==> src/rtl/fp16_to_int.sv <==
// FP16 to signed integer converter: one denormalising shift per cycle,
// round-to-nearest-even, saturating with overflow/invalid flag on V.
module fp16_to_int #(
    parameter int OUT_W = 16
) (
    input  logic             clk,
    input  logic             rst,
    input  logic             in_valid,
    output logic             in_ready,
    input  logic [15:0]      a,
    output logic             out_valid,
    input  logic             out_ready,
    output logic [OUT_W-1:0] res,
    output logic             V
);

    typedef enum logic [1:0] {
        IDLE,
        SHIFT,
        ROUND,
        DONE
    } state_t;

    localparam logic [OUT_W-1:0] MAX_POS = {1'b0, {(OUT_W-1){1'b1}}};
    localparam logic [OUT_W-1:0] MIN_NEG = {1'b1, {(OUT_W-1){1'b0}}};
    localparam logic [32:0] LIM_POS = (33'd1 << (OUT_W-1)) - 33'd1;
    localparam logic [32:0] LIM_NEG = 33'd1 << (OUT_W-1);

    state_t      state_q;
    logic        sign_q;
    logic [4:0]  exp_q;
    logic [9:0]  man_q;
    logic [16:0] mag_q;
    logic        guard_q;
    logic        sticky_q;
    logic [3:0]  cnt_q;
    logic        left_q;
    logic [OUT_W-1:0] res_q;
    logic        v_q;
    logic        valid_q;

    logic [4:0]  a_exp;
    logic [4:0]  e_eff;
    logic [10:0] sig;
    logic        left_d;
    logic [3:0]  cnt_d;
    logic [4:0]  rsh;

    assign a_exp = a[14:10];
    assign e_eff = (a_exp == 5'd0) ? 5'd1 : a_exp;
    assign sig   = {a_exp != 5'd0, a[9:0]};

    always_comb begin
        left_d = 1'b0;
        cnt_d  = 4'd0;
        rsh    = 5'd0;
        if (e_eff >= 5'd25) begin
            left_d = 1'b1;
            cnt_d  = 4'(e_eff - 5'd25);
        end else begin
            rsh   = 5'd25 - e_eff;
            cnt_d = (rsh > 5'd12) ? 4'd12 : rsh[3:0];
        end
    end

    logic [17:0] sum_d;
    logic [32:0] wide_d;
    logic [OUT_W-1:0] res_d;
    logic        v_d;

    assign sum_d  = {1'b0, mag_q}
                  + 18'(guard_q & (sticky_q | mag_q[0]));
    assign wide_d = 33'(sum_d);

    always_comb begin
        res_d = '0;
        v_d   = 1'b0;
        if (exp_q == 5'd31) begin
            v_d = 1'b1;
            if (man_q == 10'd0)
                res_d = sign_q ? MIN_NEG : MAX_POS;
        end else if (!sign_q) begin
            if (wide_d > LIM_POS) begin
                res_d = MAX_POS;
                v_d   = 1'b1;
            end else begin
                res_d = wide_d[OUT_W-1:0];
            end
        end else begin
            if (wide_d > LIM_NEG) begin
                res_d = MIN_NEG;
                v_d   = 1'b1;
            end else begin
                // Magnitude 0 negates to 0, so no negative zero appears.
                res_d = OUT_W'(-wide_d[OUT_W-1:0]);
            end
        end
    end

    always_ff @(posedge clk) begin
        if (rst) begin
            state_q  <= IDLE;
            sign_q   <= 1'b0;
            exp_q    <= 5'd0;
            man_q    <= 10'd0;
            mag_q    <= 17'd0;
            guard_q  <= 1'b0;
            sticky_q <= 1'b0;
            cnt_q    <= 4'd0;
            left_q   <= 1'b0;
            res_q    <= '0;
            v_q      <= 1'b0;
            valid_q  <= 1'b0;
        end else begin
            unique case (state_q)
                IDLE: begin
                    if (in_valid) begin
                        sign_q   <= a[15];
                        exp_q    <= a_exp;
                        man_q    <= a[9:0];
                        mag_q    <= {6'b0, sig};
                        guard_q  <= 1'b0;
                        sticky_q <= 1'b0;
                        cnt_q    <= cnt_d;
                        left_q   <= left_d;
                        state_q  <= SHIFT;
                    end
                end
                SHIFT: begin
                    if (cnt_q != 4'd0) begin
                        cnt_q <= cnt_q - 4'd1;
                        if (left_q) begin
                            mag_q <= mag_q << 1;
                        end else begin
                            sticky_q <= sticky_q | guard_q;
                            guard_q  <= mag_q[0];
                            mag_q    <= mag_q >> 1;
                        end
                    end else begin
                        state_q <= ROUND;
                    end
                end
                ROUND: begin
                    res_q   <= res_d;
                    v_q     <= v_d;
                    valid_q <= 1'b1;
                    state_q <= DONE;
                end
                DONE: begin
                    if (out_ready) begin
                        valid_q <= 1'b0;
                        state_q <= IDLE;
                    end
                end
                default: state_q <= IDLE;
            endcase
        end
    end

    assign in_ready  = (state_q == IDLE);
    assign out_valid = valid_q;
    assign res       = res_q;
    assign V         = v_q;

endmodule

==> config.mk <==
export PLATFORM = sky130hd
export DESIGN_NAME = fp16_to_int
export DESIGN_NICKNAME = d
export VERILOG_FILES = /design/src/rtl/fp16_to_int.sv
export SDC_FILE = /design/constraint.sdc
export NUM_CORES = 1
export LEC_CHECK = 0
export ABC_AREA = 1
export CAP_MARGIN = 0
export CORE_MARGIN = 3
export CORE_UTILIZATION = 25
export CTS_BUF_LIST = sky130_fd_sc_hd__clkbuf_4 sky130_fd_sc_hd__clkbuf_8
export DETAILED_ROUTE_END_ITERATION = 12
export GPL_TIMING_DRIVEN = 1
export MAX_ROUTING_LAYER = met4
export RECOVER_POWER = 25
export SLEW_MARGIN = 10
export SYNTH_ARGS = -nofsm -noshare
export SYNTH_HDL_FRONTEND = slang
export SYNTH_SLANG_ARGS = --single-unit
==> constraint.sdc <==
create_clock -name clk -period 2.2 [get_ports clk]
set_input_delay 0.22 -clock clk [delete_from_list [all_inputs] [get_ports clk]]
set_output_delay 0.22 -clock clk [all_outputs]
set_load 0.1 [all_outputs]
==> impl_metrics.json <==
{
  "status": "finished with violations",
  "violations": "setup timing",
  "post_drt_wl_per_cell_um": 12.2,
  "dr_wl_met3_um": 357,
  "die_area_sq_um": 17500,
  "cp_cell_sequence": "o21a_1 > ha_2 > ha_4 > inv_4 > nor2_4 > nand2_2 > inv_2 > nand2_1 > nand2_2 > nand3_4 > nor2_4 > clkinvlp_4 > buf_4 > a21oi_1 > a21oi_1",
  "die_y_um": 132,
  "dr_total_vias": 4289,
  "finalWirelength_um": 11200,
  "cts_max_path_buffers": 2,
  "fin_area_sq_um": 5250,
  "min_period_ps": 2300,
  "cts_buffers": 9,
  "clk_latency_ps": 340,
  "netlist_area_sq_um": 3990,
  "antenna_found_initial": 0,
  "antenna_cells": 0,
  "grt_max_degree": 31,
  "fin_skew_ps": 5.39,
  "holdBufCountCts": 0,
  "worst_slack_ps": -101,
  "ant_nets": 0,
  "worst_slew_pin_slew_ps": 1190,
  "synthesis.nets": 659,
  "post-route-util_pct": 34.0,
  "syn2layout_area_growth_pct": 31.5,
  "synth_edf_count": 0,
  "cpPeakStageDelay_ps": 340,
  "start_util_pct": 25.9,
  "port_buffers": 38,
  "yosysSeqAreaShare_pct": 30.1,
  "slew_headroom_pct": 21.2,
  "grt_pass1_vias": 4021,
  "synth_area_leader_cell": "dfxtp_1",
  "p_per_area_nw_per_um2": 1340,
  "ir_worst_vdd_v": 0.000905,
  "cts_tree": "built",
  "hold_class": "reg2reg",
  "path_max_fanout": 7,
  "highest-signal-layer": "met4",
  "synthTopCellsByArea": "dfxtp_1 (30%), nand2_1 (14%), o21ai_0 (8.5%)",
  "worst_ep_required_time_ps": 2430,
  "cts_max_level": 3,
  "slew_viol_final": 0,
  "drc": 0,
  "async_reset_ff_share_pct": 0,
  "fill_cells": 1750,
  "cts_root_buf": "clkbuf_8",
  "fp.coreArea_sq_um": 15400,
  "total_leakage_power_nw": 2.29,
  "synth_cell_types": 35,
  "wl_met1_um": 5580,
  "finalHoldViolations": 0,
  "synth_top_area_share_pct": 30.1,
  "synth_cells": 626,
  "layout.nets": 737,
  "drive_above_1_share_pct": 21.3,
  "avgViaCountPerCell": 4.66,
  "fmax_mhz": 435,
  "met2WireLength_um": 5040,
  "rows": 45,
  "dp_hpwl_um": 8460,
  "drt_first_iter_violations": 233,
  "grt_overflow_total": 0,
  "worstPathArrival_ps": 2530,
  "grt_pass1_wl_um": 18700,
  "place_area_sq_um": 4890,
  "cap_violations": 0,
  "rsz0062_at_grt": "true",
  "gp_congestion": 0.865,
  "setup_viol": 17,
  "synth.avg_cell_area_sq_um": 6.38,
  "critPathLaunchType": "flop",
  "cts.sinks": 60,
  "critPathTopFamily": "simple AND/OR/NAND/NOR gates",
  "path_buf_inv": 4,
  "grt_usage_pct": 13.1,
  "ys_ff_latch": 60,
  "chipWidth_um": 132,
  "ys_warn_count": 0,
  "slowest_stage": "dfxtp_2",
  "timing.final.crit_share_pct": 105,
  "drtPass1Iterations": 5,
  "path_clk_slew_ps": 70,
  "pin_count": 39,
  "crit_type": "reg2reg",
  "critPathCaptureType": "flop",
  "ys.flop_type": "dfxtp_1"
}
synthesized netlist by cell type (2+ instances only):
master    number
dfxtp_1       60
buf_2          6
clkinv_1       3
nand4_1       14
nand2_2        6
inv_1         63
clkbuf_1      21
a31oi_1       11
nor2_4         2
a221oi_1       2
o21ai_0       68
a21oi_2        8
or2_2          4
nand2_4        2
nor2_1        57
nand3_2        2
a211oi_1       2
inv_2          4
ha_1          13
o211ai_1       3
nand2_1      151
nor3_1         5
nand3_1       50
o22ai_1        3
a21oi_1       38
xor2_1         6
o221ai_1       8
nor2_2         7
cell usage in the layout, fill, tap and decap left out, drive strengths merged, types with 4 or more instances in the layout:
cell type      count
a21oi             46
a31oi             11
buf               59
clkbuf            27
clkdlybuf4s50     19
clkinv             5
dfxtp             60
ha                13
inv               67
nand2            160
nand3             53
nand4             14
nor2              67
nor3               5
o21ai             69
o221ai             8
or2                4
xor2               6
metrics by stage:
stage	setup slack (ps)	setup TNS, ps	power, mW	std cells	hold slack [ps]
2_1_floorplan	14.0	0	4.71	626	298
3_3_place_gp	-90.3	-1140	5.88	898	443
3_5_place_dp	-142	-1970	5.89	898	450
4_1_cts	-45.6	-487	7.03	919	452
5_1_grt	-266	-4130	7.57	920	457
6_report	-101	-1250	7.02	920	456
tightest hold or removal path: cells and delay by family, from the launching register on:
kind	cells	cell delay, ps
flops	1	300
compound gates	1	50
buf+inv	1	60
power breakdown:
part | internal (mW) | total, mW | switching, mW
sequential | 1.43 | 1.67 | 0.239
clock | 0.594 | 1.04 | 0.448
combinational | 1.34 | 4.30 | 2.96
total | 3.37 | 7.02 | 3.65
layer usage:
layer	up-vias	global-route usage (%)
li1	2254	-
met1	1935	16.9
met2	81	20.2
met3	19	2.21
met4	0	5.95
met5	-	-
area by class of cell:
class	instances	area, sq um	area share, %
multi-input cells	469	2590	49.3
flip-flops and latches	60	1200	23.0
repair buffers	93	706	13.4
inverters	70	273	5.20
well taps	211	264	5.03
clock buffers	12	159	3.03
clock inverters	4	47.5	0.906
repair inverters	1	7.51	0.143
state kept, by name (all words and copies together), names as in the netlist:
name       count
V              1
cnt_q          4
exp_q          5
guard_q        1
left_q         1
mag_q         17
man_q         10
out_valid      1
res           16
sign_q         1
state_q        2
sticky_q       1
worst paths after layout:
| kind | startpoint | to | slack (ps) | cells past startpoint |
|---|---|---|---|---|
| worst max-delay path | mag_q[0] | V | -100 | 15 |
| worst min-delay path | exp_q[3] | exp_q[3] | 460 | 2 |
| worst max register to register | mag_q[0] | V | -100 | 15 |
| worst min register to register | exp_q[3] | exp_q[3] | 460 | 2 |
cell families after synthesis:
group,share of synthesized area (%)
AOI/OAI and AO/OA,20.9
adders and majority gates,4.08
xor gates and xnor gates,1.32
DFF,30.1
buffers and inverters,9.59
and+or+nand+nor,34.0
repair_timing:
item                                    in CTS  in global routing
endpoints found under the setup margin      17                 25
pin swaps                                   12                 14
gates resized for setup                     17                 27
cloned                                       2                  0
buffers inserted                             3                  1
No activity file was read; power rests on OpenSTA's default activity.
